**config.mk**
```make
export PLATFORM = sky130hd
export DESIGN_NAME = vt_frame_serializer_6b
export DESIGN_NICKNAME = d
export VERILOG_FILES = /design/src/rtl/vt_frame_serializer_6b.sv
export SDC_FILE = /design/constraint.sdc
export NUM_CORES = 1
export LEC_CHECK = 0
export BUFFER_PORTS_ARGS = -buffer_cell sky130_fd_sc_hd__buf_4
export CAP_MARGIN = 40
export CORE_MARGIN = 10
export CORE_UTILIZATION = 30
export DETAILED_ROUTE_END_ITERATION = 7
export PLACE_DENSITY = 0.51
export SETUP_SLACK_MARGIN = 0.02
export SLEW_MARGIN = 10
export SYNTH_ARGS = -nofsm -noshare
export SYNTH_HDL_FRONTEND = slang
export SYNTH_SLANG_ARGS = --single-unit
```
**constraint.sdc**
```tcl
create_clock -name i_clk -period 5.64 [get_ports i_clk]
set_input_delay 0 -clock i_clk [delete_from_list [all_inputs] [get_ports i_clk]]
set_output_delay 0 -clock i_clk [all_outputs]
set_load 0.02 [all_outputs]
```
**src/rtl/vt_frame_serializer_6b.sv**
```systemverilog
// Word-to-bit serializer feeding a fixed-alignment frame detector.
// A small FIFO buffers words; frames go out back-to-back, with idle frames when the FIFO is empty.
module vt_frame_serializer_6b #(
    parameter int                 FRAME_W    = 6,
    parameter int                 FIFO_DEPTH = 4,
    parameter logic [FRAME_W-1:0] IDLE_WORD  = {FRAME_W{1'b0}}
) (
    input  logic                            i_clk,
    input  logic                            i_rst_n,
    input  logic [FRAME_W-1:0]              i_data,
    input  logic                            i_valid,
    output logic                            o_ready,
    output logic                            o_SI,
    output logic                            o_frame_start,
    output logic                            o_frame_valid,
    output logic [$clog2(FIFO_DEPTH):0]     o_fifo_level,
    output logic [7:0]                      o_idle_cnt
);

    localparam int PTR_W = $clog2(FIFO_DEPTH);
    localparam int LVL_W = PTR_W + 1;
    localparam int CNT_W = $clog2(FRAME_W);

    logic [FRAME_W-1:0] mem_r [FIFO_DEPTH];
    logic [PTR_W-1:0]   wr_ptr_r;
    logic [PTR_W-1:0]   rd_ptr_r;
    logic [LVL_W-1:0]   level_r;
    logic [LVL_W-1:0]   level_nxt_s;

    logic [CNT_W-1:0]   cnt_r;
    logic [CNT_W-1:0]   cnt_nxt_s;
    logic [FRAME_W-1:0] shreg_r;
    logic [FRAME_W-1:0] shreg_nxt_s;
    logic               frame_valid_r;
    logic               frame_valid_nxt_s;
    logic [7:0]         idle_cnt_r;
    logic [7:0]         idle_cnt_nxt_s;

    logic               push_s;
    logic               pop_s;
    logic               last_bit_s;

    // Ready depends only on the registered level, never on a same-edge pop.
    assign o_ready    = i_rst_n && (level_r < LVL_W'(FIFO_DEPTH));
    assign push_s     = i_valid && o_ready;
    assign last_bit_s = (cnt_r == CNT_W'(FRAME_W - 1));

    // Bit counter, shift register, frame qualifier and idle counter next-state.
    always_comb begin
        cnt_nxt_s         = cnt_r;
        shreg_nxt_s       = shreg_r;
        frame_valid_nxt_s = frame_valid_r;
        idle_cnt_nxt_s    = idle_cnt_r;
        pop_s             = 1'b0;
        if (last_bit_s) begin
            cnt_nxt_s = {CNT_W{1'b0}};
            if (level_r != {LVL_W{1'b0}}) begin
                pop_s             = 1'b1;
                shreg_nxt_s       = mem_r[rd_ptr_r];
                frame_valid_nxt_s = 1'b1;
            end else begin
                shreg_nxt_s       = IDLE_WORD;
                frame_valid_nxt_s = 1'b0;
                if (idle_cnt_r != 8'hFF) begin
                    idle_cnt_nxt_s = idle_cnt_r + 8'd1;
                end else begin
                    idle_cnt_nxt_s = idle_cnt_r;
                end
            end
        end else begin
            cnt_nxt_s   = cnt_r + CNT_W'(1);
            shreg_nxt_s = {shreg_r[FRAME_W-2:0], 1'b0};
        end
    end

    // FIFO occupancy: a simultaneous push and pop leaves the level unchanged.
    always_comb begin
        level_nxt_s = level_r;
        case ({push_s, pop_s})
            2'b10:   level_nxt_s = level_r + LVL_W'(1);
            2'b01:   level_nxt_s = level_r - LVL_W'(1);
            default: level_nxt_s = level_r;
        endcase
    end

    // Serializer state registers.
    always_ff @(posedge i_clk or negedge i_rst_n) begin
        if (!i_rst_n) begin
            cnt_r         <= {CNT_W{1'b0}};
            shreg_r       <= IDLE_WORD;
            frame_valid_r <= 1'b0;
            idle_cnt_r    <= 8'd0;
        end else begin
            cnt_r         <= cnt_nxt_s;
            shreg_r       <= shreg_nxt_s;
            frame_valid_r <= frame_valid_nxt_s;
            idle_cnt_r    <= idle_cnt_nxt_s;
        end
    end

    // FIFO pointers and level; reset discards anything queued.
    always_ff @(posedge i_clk or negedge i_rst_n) begin
        if (!i_rst_n) begin
            wr_ptr_r <= {PTR_W{1'b0}};
            rd_ptr_r <= {PTR_W{1'b0}};
            level_r  <= {LVL_W{1'b0}};
        end else begin
            if (push_s) begin
                wr_ptr_r <= wr_ptr_r + PTR_W'(1);
            end
            if (pop_s) begin
                rd_ptr_r <= rd_ptr_r + PTR_W'(1);
            end
            level_r <= level_nxt_s;
        end
    end

    // FIFO storage.
    always_ff @(posedge i_clk or negedge i_rst_n) begin
        if (!i_rst_n) begin
            for (int i = 0; i < FIFO_DEPTH; i++) begin
                mem_r[i] <= IDLE_WORD;
            end
        end else if (push_s) begin
            mem_r[wr_ptr_r] <= i_data;
        end
    end

    assign o_SI          = shreg_r[FRAME_W-1];
    assign o_frame_start = (cnt_r == {CNT_W{1'b0}});
    assign o_frame_valid = frame_valid_r;
    assign o_fifo_level  = level_r;
    assign o_idle_cnt    = idle_cnt_r;

endmodule

```
==> metrics.yaml <==
outcome: "finished, final reports clean"
place_area_um2: 2540
drc_errors: 0
critPathArrivalTime_ns: 2.69
core_um2: 7330
drv_slew: 0
cts-htree-levels: 2
area_growth_pct: 18.5
ios: 24
grt_pass1_vias: 1393
postSynth.asyncResetShare: 1.00
r2r-start: "cnt_r[1]"
antenna_found_initial: 0
critPathCaptureType: "register"
clock-root-buffer: "clkbuf_8"
path_max_fanout: 50
ys_types: 39
min_period_over_period: 0.443
drv_cap: 0
antenna_left: 0
clkSinkCount: 49
utilization: 0.368
power_density_nw_per_um2: 440
drtIter0Drc: 21
grt_pass1_wl_um: 7100
die_h_um: 107
holdWs_ns: 0.251
r2r_slack_ns: 3.48
ir_drop_mv: 0.144
ys_seq_area_frac: 0.539
wl_um: 4260
post-cts-setup-buffers: 0
vias: 1348
fp-row-count: 31
via_per_inst: 4.63
avgSynthCellArea_um2: 14.4
syn_nets: 174
die_area_um2: 11500
slowest_delay_ns: 0.52
cp.required_ns: 5.83
slowest_stage: "dlygate4sd3_1"
initial_utilization: 0.310
fin_area_um2: 2700
relSlewSlack: 0.581
wl_per_cell_um: 14.6
worst-setup-path-type: "primary input to register"
min_period_ns: 2.50
first_pass_iters: 4
cts_buffer_depth: 2
grt_use_total: 0.0780
die_w_um: 107
portBuffers: 23
regArea_um2: 1230
fin_ws_ns: 3.14
clock_skew_ns: 0.00257
cts_tree: "done"
n_antenna_cell: 0
cts_buffers: 5
synth_area_um2: 2270
clock_latency_ns: 0.30
max_freq_ghz: 0.400
cp_top_family: "buffers and inverters"
nNetsFinal: 207
postSynthCellCount: 158
cp_num_cells: 11
synth-seq-cells: 49
rsz0062_at_grt: "false"
critical_path_buf_inv_count: 4
fill_cells: 710
hold_violations: 0
gp_congestion: 0.708
grt_max_degree: 51
dp_hpwl_um: 2970
reg2reg_depth: 8
gr-total-overflow: 0
pre_cts_ws_ns: 3.29
r2r-end: "o_fifo_level[2]"
hp-class: "primary input to async pin"
ys_warn_count: 0
tns_ns: 0
synth_edf_count: 0
power.leakage_nw: 1.26
setup_viol: 0
tightest_slew_ns: 0.628
drive_gt1_frac: 0.427
clk_transition_reported_paths_ns: 0.09
cp-start-kind: "primary input"
multi_input_area_um2: 983
cp_cell_sequence: "dlygate4sd3_1 -> buf_4 -> nor2b_1 -> and2_1 -> inv_1 -> ha_1 -> inv_1 -> fa_1 -> xor2_1 -> nor2_1 -> xor2_1"
synthFlopType: "dfrtp_1"
[cells in the final DEF (no fill, tap or decap), types with 4 or more instances in the layout]
cell type      instances
a22o_2                 5
buf_4                 23
clkbuf_8               5
dfrtp_1               49
dlygate4sd3_1          7
ha_1                   6
inv_1                  9
mux2_2                25
mux4_2                 6
nand2_1                5
nand2_4                4
xnor2_1                6
[sequential cells by signal, summed over array words and instances, names as in the netlist]
register       cells
cnt_r              3
mem_r             24
o_fifo_level       3
o_frame_valid      1
o_idle_cnt         8
rd_ptr_r           2
shreg_r            6
wr_ptr_r           2
[synth_stat cells, types with 2 or more instances]
master | n | area share
dfrtp_1 | 49 | 0.54
nor3_1 | 2 | 0.0044
a21oi_1 | 3 | 0.0066
mux2_2 | 25 | 0.12
xor2_1 | 3 | 0.012
mux4_2 | 6 | 0.059
nor2_1 | 2 | 0.0033
nand2_4 | 4 | 0.020
nand2_1 | 5 | 0.0083
buf_6 | 2 | 0.0099
xnor2_1 | 6 | 0.023
ha_1 | 6 | 0.033
mux2i_1 | 3 | 0.013
mux2_4 | 2 | 0.013
nand4_2 | 2 | 0.011
nand4_1 | 2 | 0.0055
and2_1 | 2 | 0.0055
a22o_2 | 5 | 0.022
inv_1 | 9 | 0.015
[worst max path at each step]
stage,from,endpoint
2_1_floorplan,o_fifo_level[2],o_fifo_level[2]
3_3_place_gp,i_rst_n,o_fifo_level[2]
3_5_place_dp,i_rst_n,o_fifo_level[2]
4_1_cts,i_rst_n,o_fifo_level[2]
5_1_grt,i_rst_n,o_fifo_level[2]
6_report,i_rst_n,o_fifo_level[2]
[layout make-up]
| type | count | share of cell area |
|---|---|---|
| Timing Repair Buffer | 30 | 0.0900 |
| Sequential cell | 49 | 0.455 |
| Multi-Input combinational cell | 96 | 0.365 |
| Clock inverter | 3 | 0.00650 |
| Tap cell | 99 | 0.0459 |
| Inverter | 9 | 0.0125 |
| Clock buffer | 5 | 0.0255 |
[cell families (layout without fill, tap and decap cells)]
logic type / Yosys count / after routing / synth area share
muxes: 36 / 36 / 0.210
xor gates and xnor gates: 9 / 9 / 0.0347
adders and majority gates: 7 / 7 / 0.0418
and+or+nand+nor: 31 / 31 / 0.102
AOI/OAI and AO/OA: 13 / 13 / 0.0440
buffers and inverters: 13 / 47 / 0.0286
DFF: 49 / 49 / 0.539
[per-layer routing]
metal / share of wire / track usage / vias to the layer above
met5: 0 / 0 / -
met2: 0.47 / 0.123 / 27
met1: 0.45 / 0.0951 / 689
met3: 0.061 / 0.0275 / 4
met4: 0.013 / 0.0319 / 0
li1: - / - / 628
[where the power goes]
| part | internal (W) | switching (W) | total [W] |
|---|---|---|---|
| clock network | 0.0000858 | 0.000118 | 0.000204 |
| logic | 0.000231 | 0.000157 | 0.000388 |
| registers | 0.000486 | 0.000108 | 0.000594 |
[stage by stage]
step | total power [W] | std cells
floorplan | 0.000870 | 158
global placement | 0.000988 | 276
detailed placement | 0.000999 | 276
CTS | 0.00121 | 291
global route | 0.00127 | 291
finish | 0.00119 | 291
[repair_timing]
action / in CTS / in global routing
hold buffers: 7 / 0
hold endpoints to repair: 73 / 0
endpoints found under the setup margin: 0 / 0
gates resized for setup: 0 / 0
Power figures use the tool's default switching activity.
